==> config.mk <==
export PLATFORM = sky130hd
export DESIGN_NAME = cp_sync_ctrl_flat
export DESIGN_NICKNAME = d
export VERILOG_FILES = /design/src/rtl/cp_sync_ctrl_if.sv /design/src/rtl/cp_sync_ctrl.sv /design/src/flat_wrapper.sv
export SDC_FILE = /design/constraint.sdc
export NUM_CORES = 1
export LEC_CHECK = 0
export ABC_AREA = 1
export CAP_MARGIN = 20
export CORE_ASPECT_RATIO = 0.6
export CORE_MARGIN = 2
export CORE_UTILIZATION = 55
export DETAILED_ROUTE_END_ITERATION = 16
export PLACE_DENSITY = 0.8
export SETUP_SLACK_MARGIN = 0.2
export SLEW_MARGIN = 5
export SYNTH_ARGS = -nofsm -noshare
export SYNTH_HDL_FRONTEND = slang
export SYNTH_SLANG_ARGS = --single-unit
==> constraint.sdc <==
create_clock -name clk -period 4.23 [get_ports clk]
set_clock_uncertainty 0.05 [all_clocks]
set_input_delay 0.846 -clock clk [delete_from_list [all_inputs] [get_ports clk]]
set_output_delay 0.846 -clock clk [all_outputs]
set_load 0.01 [all_outputs]
==> src/rtl/cp_sync_ctrl_if.sv <==
// rtl/cp_sync_ctrl_if.sv - control/result bundle between the sync controller and the datapath.
interface cp_sync_ctrl_if #(
  parameter int MW = 32,
  parameter int TW = 9
);
  logic          start;
  logic          in_valid;
  logic          metric_valid;
  logic [MW-1:0] metric;
  logic          dl_en;
  logic          corr_clr;
  logic          busy;
  logic [1:0]    state_o;
  logic [TW-1:0] theta;
  logic [MW-1:0] peak;
  logic          theta_valid;

  modport slave (
    input  start, in_valid, metric_valid, metric,
    output dl_en, corr_clr, busy, state_o, theta, peak, theta_valid
  );

  modport master (
    output start, in_valid, metric_valid, metric,
    input  dl_en, corr_clr, busy, state_o, theta, peak, theta_valid
  );
endinterface

==> src/rtl/cp_sync_ctrl.sv <==
// rtl/cp_sync_ctrl.sv - sequencer for CP-correlation timing sync: fill, peak search, report.
module cp_sync_ctrl #(
  parameter int N  = 256,
  parameter int L  = 16,
  parameter int MW = 32,
  parameter int TW = $clog2(N + L)
) (
  input  logic           clk,
  input  logic           rst,
  cp_sync_ctrl_if.slave  bus
);
  localparam int P  = N + L;
  localparam int CW = $clog2(P + 1);

  typedef enum logic [1:0] {
    IDLE   = 2'd0,
    FILL   = 2'd1,
    SEARCH = 2'd2,
    DONE   = 2'd3
  } state_t;

  state_t        state;
  logic [CW-1:0] sample_cnt;
  logic [TW-1:0] idx;
  logic [TW-1:0] best_idx;
  logic [MW-1:0] best;
  logic          busy_q;
  logic          corr_clr_q;
  logic          theta_valid_q;
  logic [TW-1:0] theta_q;
  logic [MW-1:0] peak_q;

  logic take;
  logic last_metric;
  logic last_sample;

  // Index 0 always loads so an all-zero period still reports a valid peak.
  always_comb begin
    take        = (idx == '0) || (bus.metric > best);
    last_metric = (idx == TW'(P - 1));
    last_sample = (sample_cnt == CW'(P - 1));
  end

  always_ff @(posedge clk) begin
    if (rst) begin
      state         <= IDLE;
      sample_cnt    <= '0;
      idx           <= '0;
      best_idx      <= '0;
      best          <= '0;
      busy_q        <= 1'b0;
      corr_clr_q    <= 1'b0;
      theta_valid_q <= 1'b0;
      theta_q       <= '0;
      peak_q        <= '0;
    end else begin
      corr_clr_q    <= 1'b0;
      theta_valid_q <= 1'b0;
      case (state)
        IDLE: begin
          sample_cnt <= '0;
          if (bus.start) begin
            state      <= FILL;
            corr_clr_q <= 1'b1;
            busy_q     <= 1'b1;
          end
        end
        FILL: begin
          if (bus.in_valid) begin
            if (last_sample) begin
              state      <= SEARCH;
              sample_cnt <= '0;
              idx        <= '0;
              best       <= '0;
              best_idx   <= '0;
            end else begin
              sample_cnt <= sample_cnt + 1'b1;
            end
          end
        end
        SEARCH: begin
          if (bus.metric_valid) begin
            if (take) begin
              best     <= bus.metric;
              best_idx <= idx;
            end
            // Final sample takes part in the comparison on the same edge that publishes.
            if (last_metric) begin
              theta_q       <= take ? idx : best_idx;
              peak_q        <= take ? bus.metric : best;
              theta_valid_q <= 1'b1;
              busy_q        <= 1'b0;
              state         <= DONE;
            end else begin
              idx <= idx + 1'b1;
            end
          end
        end
        DONE: begin
          // Delay line and correlator stay primed, so re-arm skips the fill.
          if (bus.start) begin
            state    <= SEARCH;
            busy_q   <= 1'b1;
            idx      <= '0;
            best     <= '0;
            best_idx <= '0;
          end
        end
        default: state <= IDLE;
      endcase
    end
  end

  assign bus.dl_en       = bus.in_valid & (state != IDLE);
  assign bus.corr_clr    = corr_clr_q;
  assign bus.busy        = busy_q;
  assign bus.state_o     = state;
  assign bus.theta       = theta_q;
  assign bus.peak        = peak_q;
  assign bus.theta_valid = theta_valid_q;
endmodule
==> src/flat_wrapper.sv <==
// flat-port wrapper written by rule: the top's interface ports become plain ports
module cp_sync_ctrl_flat 
#(
  parameter int N  = 256,
  parameter int L  = 16,
  parameter int MW = 32,
  parameter int TW = $clog2(N + L)
)
  (clk, rst, bus_start, bus_in_valid, bus_metric_valid, bus_metric, bus_dl_en, bus_corr_clr, bus_busy, bus_state_o, bus_theta, bus_peak, bus_theta_valid);
  cp_sync_ctrl_if #(.MW(MW), .TW(TW)) bus_i ();
  input  logic clk;
  input  logic rst;
  input wire logic [$bits(bus_i.start)-1:0] bus_start;
  input wire logic [$bits(bus_i.in_valid)-1:0] bus_in_valid;
  input wire logic [$bits(bus_i.metric_valid)-1:0] bus_metric_valid;
  input wire logic [$bits(bus_i.metric)-1:0] bus_metric;
  output wire logic [$bits(bus_i.dl_en)-1:0] bus_dl_en;
  output wire logic [$bits(bus_i.corr_clr)-1:0] bus_corr_clr;
  output wire logic [$bits(bus_i.busy)-1:0] bus_busy;
  output wire logic [$bits(bus_i.state_o)-1:0] bus_state_o;
  output wire logic [$bits(bus_i.theta)-1:0] bus_theta;
  output wire logic [$bits(bus_i.peak)-1:0] bus_peak;
  output wire logic [$bits(bus_i.theta_valid)-1:0] bus_theta_valid;
  assign bus_i.start = bus_start;
  assign bus_i.in_valid = bus_in_valid;
  assign bus_i.metric_valid = bus_metric_valid;
  assign bus_i.metric = bus_metric;
  assign bus_dl_en = bus_i.dl_en;
  assign bus_corr_clr = bus_i.corr_clr;
  assign bus_busy = bus_i.busy;
  assign bus_state_o = bus_i.state_o;
  assign bus_theta = bus_i.theta;
  assign bus_peak = bus_i.peak;
  assign bus_theta_valid = bus_i.theta_valid;
  cp_sync_ctrl #(.N(N), .L(L), .MW(MW), .TW(TW)) u_core (.clk(clk), .rst(rst), .bus(bus_i));
endmodule
==> impl_metrics.yaml, run 1 <==
status:
  outcome: "finished, final reports clean"
synthesis:
  postSynthCellCount: 885
  async_flop_share_pct: 0
  seq_area_frac_synth_pct: 35.4
  avgSynthCellArea_um2: 6.71
  syn_area_mm2: 0.00594
  ys_ff_latch: 105
  ys_warn_count: 0
  syn_nets: 961
  synth_edf_count: 0
  ys.flop_type: "dfxtp_1"
  synth_cell_types: 33
critical_path:
  critPathBufInv: 2
  slowest_stage: "clkdlybuf4s50_1"
  crit_path_cell_trace: "clkdlybuf4s50_1 > ha_1 > a21oi_1 > nand2_1 > nand2_1 > nand3_1 > a21oi_1 > nand2_1 > nand2_2 > buf_4 > nand3_1 > nand3_1 > a21oi_1"
  path_class: "primary input to register"
  cp-start-kind: "primary input"
  arrival_ns: 3.23
  required_ns: 4.39
  end_kind: "register"
  slowest_delay_ns: 0.46
  path_depth: 13
  path_max_fanout: 41
  reg2regPathDepth: 10
  cp_top_family: "buffers and inverters"
sta:
  worst_pin_slew_ns: 0.661
  fin_tns_setup_ns: 0
  max-slew-margin-rel_pct: 55.9
  max_freq_ghz: 0.326
  fin_crit_ns: 3.07
  hold_violations: 0
  fin_ws_ns: 1.16
  setup_viol: 0
  final.period_utilization_pct: 72.6
  rsz0062_at_grt: "false"
  slew_viol_final: 0
clock_network:
  clkTransAtPathRegs_ns: 0.07
  htreeDepth: 3
  cts_hold_buf: 0
  cts_made_buffers: 9
  cts_tree: "built"
  post_cts_resized: 0
  clkSinkCount: 105
  post_cts_buffers: 0
  clkLatencyLatePin_ns: 0.35
  cts_buffer_depth: 2
  cts_root_buffer: "clkbuf_16"
placement:
  gp_congestion: 0.852
  portBuffers: 83
  place_hpwl_um: 9440
  pre_cts_slack_ns: 0.852
  placed_cell_area_mm2: 0.00683
job:
  max_cap_viol_count: 0
power_and_ir_drop:
  p_clk_share_pct: 35.2
  peakVddDrop_mv: 0.229
  power.density_mw_per_mm2: 359
  p_comb_share_pct: 24.1
  seq_power_share_pct: 40.7
  p_sw_share_pct: 31.6
  p_int_mw: 1.76
  p_leak_nw: 3.17
  power.switching_mw: 0.812
die:
  die_w_um: 138
  fp-row-count: 29
  core_mm2: 0.0105
  die-area_mm2: 0.0117
  dieHeight_um: 84.5
  start_util_pct: 56.4
  io_pins: 84
cells_and_area:
  mostFrequentLayoutCells: "nand2_1, inv_1, dfxtp_1"
  fin_area_mm2: 0.00716
  syn_to_final_growth_pct: 20.5
  diodes: 0
  final_common_cell: "nand2_1"
  fillCellCount: 938
  drive_gt1_share_pct: 4.19
  nNetsFinal: 1025
grt:
  grt.overflow.total: 0
  use_met3_pct: 5.99
  met1_usage_pct: 36.0
  use_met2_pct: 38.1
  grt.busiest_layer: "met2"
  grt_max_degree: 59
  grt_pass1_wl_um: 24000
  antenna_found_initial: 0
  track_usage_pct: 24.9
  grt_pass1_vias: 5012
drt:
  firstDrtPassIters: 7
  drc: 0
  dr_total_vias: 5567
  drtIter0Drc: 401
  routedWlPerCell_um: 13.0
  antenna_left: 0
  vias_per_cell: 5.09
  wirelength_um: 14200
hold_path:
  hp-class: "register to register"
  hold-path-cell-count: 2
synthesized netlist by cell type (2+ instances only):
library cell	n	share of area, %
o21ai_1	6	0.51
nor2_1	32	2.0
nand2_2	2	0.21
buf_4	8	1.0
dfxtp_1	105	35
clkbuf_1	18	1.1
nor2_2	2	0.21
nor3_1	8	0.67
ha_1	39	8.2
nand3_1	90	7.6
nand4_1	8	0.84
xor2_1	5	0.74
nand2_4	2	0.38
nor3b_1	4	0.51
inv_2	5	0.32
inv_1	146	9.2
o21ai_0	3	0.25
nand2_1	270	17
buf_2	12	1.0
a21oi_1	67	5.6
o21a_1	41	5.2
state kept, by name, summed over array words and instances (netlist names):
signal,flops
u_core.best_idx,9
u_core.bus.theta,9
u_core.idx,9
u_core.bus.state_o,2
u_core.bus.corr_clr,1
u_core.bus.theta_valid,1
u_core.bus.busy,1
u_core.sample_cnt,9
u_core.bus.peak,32
u_core.best,32
stage by stage:
step           instances  power (mW)  hold WS, ns  utilization, %
5_1_grt             1093        2.70        0.431            68.0
4_1_cts             1093        2.58        0.417            68.0
3_5_place_dp        1077        1.67        0.406            64.9
2_1_floorplan        885        1.49        0.395               -
3_3_place_gp        1077        1.67        0.403            64.9
6_report            1093        2.57        0.414            68.0
final cells by class:
| cell class | instances | area, µm² | share of cell area, % |
|---|---|---|---|
| clock buffer | 12 | 246 | 3.44 |
| clock inverter | 4 | 76.3 | 1.07 |
| inverter | 153 | 579 | 8.09 |
| multi-input combinational | 589 | 3070 | 42.9 |
| sequential | 105 | 2100 | 29.4 |
| tap | 139 | 174 | 2.43 |
| timing repair buffer | 91 | 911 | 12.7 |
worst min-delay path, cell delays in order (launching register included):
cell and delay (ns):
dfxtp_1 0.31, nand2_1 0.06, a21oi_1 0.05
path summary, 6_finish.rpt:
kind	startpoint	end	slack, ns
worst max-delay path	bus_metric[19]	u_core.best[29]	1.16
worst min-delay path	u_core.best[2]	u_core.best[2]	0.41
worst max register to register	u_core.bus.state_o[0]	u_core.best[23]	1.58
worst min register to register	u_core.best[2]	u_core.best[2]	0.41
power by group through the flow:
stage / clock network [mW] / registers, mW / logic (mW)
after floorplan: 0 / 1.07 / 0.419
after global placement: 0 / 1.07 / 0.601
after detailed placement: 0 / 1.07 / 0.605
after CTS: 0.917 / 1.05 / 0.614
after global routing: 0.957 / 1.05 / 0.689
final: 0.906 / 1.05 / 0.620
kinds of logic (layout without fill, tap and decap cells):
family,count (synthesis),count (layout),share of synthesized area (%)
AND/OR/NAND/NOR,425,425,30.7
buffers and inverters,191,260,12.9
AO/OA/AOI/OAI,120,120,12.0
flip-flops,105,105,35.4
adder cells (fa/ha/maj),39,39,8.22
XOR/XNOR,5,5,0.738
routing by layer:
layer | up-vias | share of wire, %
met3 | 12 | 6.5
met1 | 2493 | 51
met5 | - | 0
met4 | 0 | 0.77
met2 | 153 | 42
li1 | 2909 | -
(Power assumes the default switching activity.)
==> run 2, diff against run 1 <==
==> constraint.sdc (replaced) <==
create_clock -name clk -period 3.09 [get_ports clk]
set_clock_uncertainty 0.05 [all_clocks]
set_input_delay 0.618 -clock clk [delete_from_list [all_inputs] [get_ports clk]]
set_output_delay 0.618 -clock clk [all_outputs]
set_load 0.01 [all_outputs]
==> impl_metrics.yaml, run 2 (same netlist as run 1, synthesis figures left out) <==
sta:
  max_freq_ghz: 0.376
  hold_violations: 0
  fin_crit_ns: 2.66
  holdWs_ns: 0.416
  fin_tns_setup_ns: 0
  worst_pin_slew_ns: 0.608
  slew_viol_final: 0
  final.period_utilization_pct: 86.1
  setup_viol: 0
  max-slew-margin-rel_pct: 59.2
  rsz0062_at_grt: "false"
hold_path:
  whs_endpoint: "u_core.best[14]"
  min-delay-start: "u_core.best[14]"
  hp-class: "register to register"
  hold-path-cell-count: 2
cells_and_area:
  stdcell_count: 1097
  fin_util_pct: 67.8
  nNetsFinal: 1029
  diodes: 0
  mostFrequentLayoutCells: "nand2_1, inv_1, dfxtp_1"
  final_common_cell: "nand2_1"
  fillCellCount: 936
  drive_gt1_share_pct: 4.70
  syn_to_final_growth_pct: 20.2
clock_network:
  cts_hold_buf: 0
  cts_buffer_depth: 2
  cts_made_buffers: 9
  htreeDepth: 3
  cts_tree: "built"
  post_cts_buffers: 0
  post_cts_resized: 0
  clkSinkCount: 105
  clkLatencyLatePin_ns: 0.35
  cts_root_buffer: "clkbuf_16"
  clkTransAtPathRegs_ns: 0.07
grt:
  track_usage_pct: 24.6
  grt_pass1_wl_um: 23600
  grt_pass1_vias: 5020
  use_met2_pct: 38.9
  grt_max_degree: 83
  use_met3_pct: 5.31
  grt.busiest_layer: "met2"
  antenna_found_initial: 0
  met1_usage_pct: 34.4
  grt.overflow.total: 0
die:
  start_util_pct: 56.4
  io_pins: 84
  fp-row-count: 29
  core_mm2: 0.0105
  dieHeight_um: 84.5
  die-area_mm2: 0.0117
  die_w_um: 138
drt:
  antenna_left: 0
  routedWlPerCell_um: 12.8
  drtIter0Drc: 365
  dr_total_vias: 5501
  drc: 0
  firstDrtPassIters: 5
  wirelength_um: 14000
  vias_per_cell: 5.01
critical_path:
  reg2regPathDepth: 12
  slowest_delay_ns: 0.49
  r2r_setup_slack_ns: 0.74
  reg2reg_to: "u_core.idx[6]"
  cp_common_cell: "nand2_1"
  crit_path_cell_trace: "clkdlybuf4s50_1 > ha_1 > nand2_1 > nand2_1 > nand2_1 > nand2_1 > nand2_1 > nand2_1 > nand2_1 > nand2_1 > nand2_1 > nand2_1 > nand2_2 > nand2_1 > buf_4 > nand2_1 > nand2_1 > nand2_1 > nand2_1 > inv_1"
  required_ns: 3.29
  path_class: "primary input to register"
  arrival_ns: 2.86
  path_max_fanout: 21
  cp-start-kind: "primary input"
  slowest_stage: "clkdlybuf4s50_1"
  end_kind: "register"
  rr_startpoint: "u_core.bus.state_o[0]"
power_and_ir_drop:
  power.density_mw_per_mm2: 473
  peakVddDrop_mv: 0.314
  p_leak_nw: 3.17
  p_total_mw: 3.37
placement:
  dp_cells: 1081
  portBuffers: 83
  gp_congestion: 0.840
  place_hpwl_um: 9680
status:
  outcome: "finished, final reports clean"
job:
  max_cap_viol_count: 0
## run 2: worst max path at each step
stage,cells past startpoint,slack [ns],to,startpoint
global placement,17,0.16,u_core.bus.peak[2],bus_metric[19]
global route,22,0.25,u_core.bus.peak[21],bus_metric[0]
CTS,17,0.48,u_core.bus.peak[2],bus_metric[9]
detailed placement,17,0.14,u_core.bus.peak[2],bus_metric[17]
finish,20,0.43,u_core.bus.theta[4],bus_metric[1]
floorplan,15,0.94,u_core.bus.peak[0],bus_metric[31]
## run 2: layout make-up
cell class                      instances  area [µm²]  area share, %
Sequential cell                       105        2100           29.4
Tap cell                              139         174           2.44
Clock inverter                          5        31.3          0.438
Clock buffer                           11         243           3.40
Timing Repair Buffer                   95         941           13.2
Multi-Input combinational cell        589        3070           43.0
Inverter                              153         579           8.12
## run 2: routing by layer
layer	share of wire [%]	vias to the layer above
li1	-	2923
met1	51	2422
met2	43	144
met3	5.8	12
met4	0.89	0
met5	0	-
## run 2: metrics by stage
stage | area, µm² | setup slack, ns
6_report | 7140 | 0.430
5_1_grt | 7140 | 0.247
4_1_cts | 7140 | 0.475
3_5_place_dp | 6860 | 0.138
3_3_place_gp | 6860 | 0.155
2_1_floorplan | 5940 | 0.939
## run 2: power by group
group / total, mW / switching [mW] / internal, mW / leakage, nW
Clock: 1.07 / 0.505 / 0.566 / 0.135
Combinational: 0.868 / 0.577 / 0.291 / 2.19
Sequential: 1.43 / 0.0349 / 1.40 / 0.847
Total: 3.37 / 1.12 / 2.26 / 3.17
## run 2: critical path, delay by kind of cell
family / cells / cell delay (ns)
simple gates: 16 / 1.09
buf+inv: 3 / 0.80
fa+ha+maj: 1 / 0.35
==> run 3, diff against run 2 <==
--- a/config.mk
+++ b/config.mk
@@ -11,7 +11,8 @@
 export CORE_MARGIN = 2
 export CORE_UTILIZATION = 55
 export DETAILED_ROUTE_END_ITERATION = 16
-export PLACE_DENSITY = 0.8
+export DONT_BUFFER_PORTS = 1
+export PLACE_DENSITY = 0.7
 export SETUP_SLACK_MARGIN = 0.2
 export SLEW_MARGIN = 5
 export SYNTH_ARGS = -nofsm -noshare
==> impl_metrics.yaml, run 3 (same netlist as run 1, synthesis figures left out) <==
sta:
  slew_viol_final: 0
  worst_pin_slew_ns: 0.631
  max-slew-margin-rel_pct: 57.9
  rsz0062_at_grt: "false"
  hold_violations: 0
  final.period_utilization_pct: 79.2
  fin_crit_ns: 2.45
  fin_tns_setup_ns: 0
  max_freq_ghz: 0.409
  setup_viol: 0
critical_path:
  path_max_fanout: 25
  arrival_ns: 2.68
  cp-start-kind: "register"
  required_ns: 3.32
  r2r_setup_slack_ns: 0.64
  end_kind: "register"
  path_class: "register to register"
power_and_ir_drop:
  p_clk_share_pct: 34.6
  power.switching_mw: 1.10
  p_comb_share_pct: 22.4
  p_sw_share_pct: 32.9
  power.density_mw_per_mm2: 530
  p_leak_nw: 2.86
  peakVddDrop_mv: 0.299
  seq_power_share_pct: 43.1
  p_int_mw: 2.25
cells_and_area:
  mostFrequentLayoutCells: "nand2_1, inv_1, dfxtp_1"
  drive_gt1_share_pct: 5.03
  diodes: 0
  syn_to_final_growth_pct: 6.55
  nNetsFinal: 946
  fin_util_pct: 60.1
  fin_area_mm2: 0.00633
  final_common_cell: "nand2_1"
clock_network:
  cts_hold_buf: 0
  clkSinkCount: 105
  cts_made_buffers: 9
  clkLatencyLatePin_ns: 0.35
  clkTransAtPathRegs_ns: 0.07
  post_cts_buffers: 0
  htreeDepth: 3
  cts_tree: "built"
  post_cts_resized: 0
  cts_buffer_depth: 2
  cts_root_buffer: "clkbuf_16"
placement:
  portBuffers: 0
  place_hpwl_um: 9830
  placed_cell_area_mm2: 0.00603
  gp_congestion: 0.858
drt:
  dr_total_vias: 5403
  antenna_left: 0
  drc: 0
  routedWlPerCell_um: 13.7
  wirelength_um: 13900
  firstDrtPassIters: 6
  vias_per_cell: 5.33
  drtIter0Drc: 321
die:
  fp-row-count: 29
  start_util_pct: 56.4
  die-area_mm2: 0.0117
  die_w_um: 138
  core_mm2: 0.0105
  dieHeight_um: 84.5
  io_pins: 84
grt:
  grt_pass1_wl_um: 23200
  grt_max_degree: 61
  antenna_found_initial: 0
  track_usage_pct: 24.1
  grt_pass1_vias: 5042
  grt.overflow.total: 0
status:
  outcome: "finished, final reports clean"
job:
  max_cap_viol_count: 0
hold_path:
  hp-class: "primary input to register"
==> run 3: changes by cell type in the layout (fill, tap and decap cells not counted), sizes merged <==
cell	before	now
buf	13	12
clkbuf	11	10
inv	151	152
clkinv	6	3
clkdlybuf4s50	82	0
clkinvlp	1	3
bufinv	0	1
==> run 3: layout make-up <==
type                       count  area, µm²
tap                          139        174
inverter                     153        579
clock buffer                  10        229
clock inverter                 6       66.3
fill                         984       4200
timing repair buffer          12        103
multi-input combinational    589       3070
sequential                   105       2100
==> run 3: through the flow <==
step	hold WS (ns)	worst slack [ns]	total power, mW	cells
2_1_floorplan	0.395	0.939	2.04	885
3_3_place_gp	0.396	0.566	2.20	998
3_5_place_dp	0.400	0.536	2.22	998
4_1_cts	0.273	0.646	3.37	1014
5_1_grt	0.274	0.422	3.53	1014
6_report	0.290	0.643	3.35	1014
==> run 3: worst paths after layout <==
check / start / to / cells past startpoint
min reg2reg: u_core.best[1] / u_core.best[1] / 2
max reg2reg: u_core.bus.state_o[0] / u_core.best[12] / 10
max: u_core.bus.state_o[0] / u_core.best[12] / 10
min: rst / u_core.best[2] / 1
==> run 3: power by group through the flow <==
stage	Sequential [mW]	Combinational, mW	Clock (mW)
detailed placement	1.48	0.743	0
global placement	1.47	0.724	0
finish	1.44	0.749	1.16
CTS	1.44	0.747	1.18
global route	1.45	0.853	1.23
floorplan	1.47	0.573	0
==> run 3: worst max-delay path, stage by stage, from the launching register on <==
cell     delay [ns]
dfxtp_1        0.43
inv_1          0.12
ha_1           0.26
nand2_1        0.11
nand2_1        0.08
nor3_1         0.28
nand2_4        0.13
nor2_4         0.42
buf_12         0.25
nand3_1        0.09
a21oi_1        0.15
==> run 3: layer usage <==
metal | GRT usage [%] | share of wire, % | vias to the layer above
met5 | 0 | 0 | -
met4 | 6.96 | 1.1 | 0
met1 | 30.3 | 46 | 2485
met3 | 7.53 | 7.8 | 17
met2 | 40.3 | 45 | 167
li1 | - | - | 2734
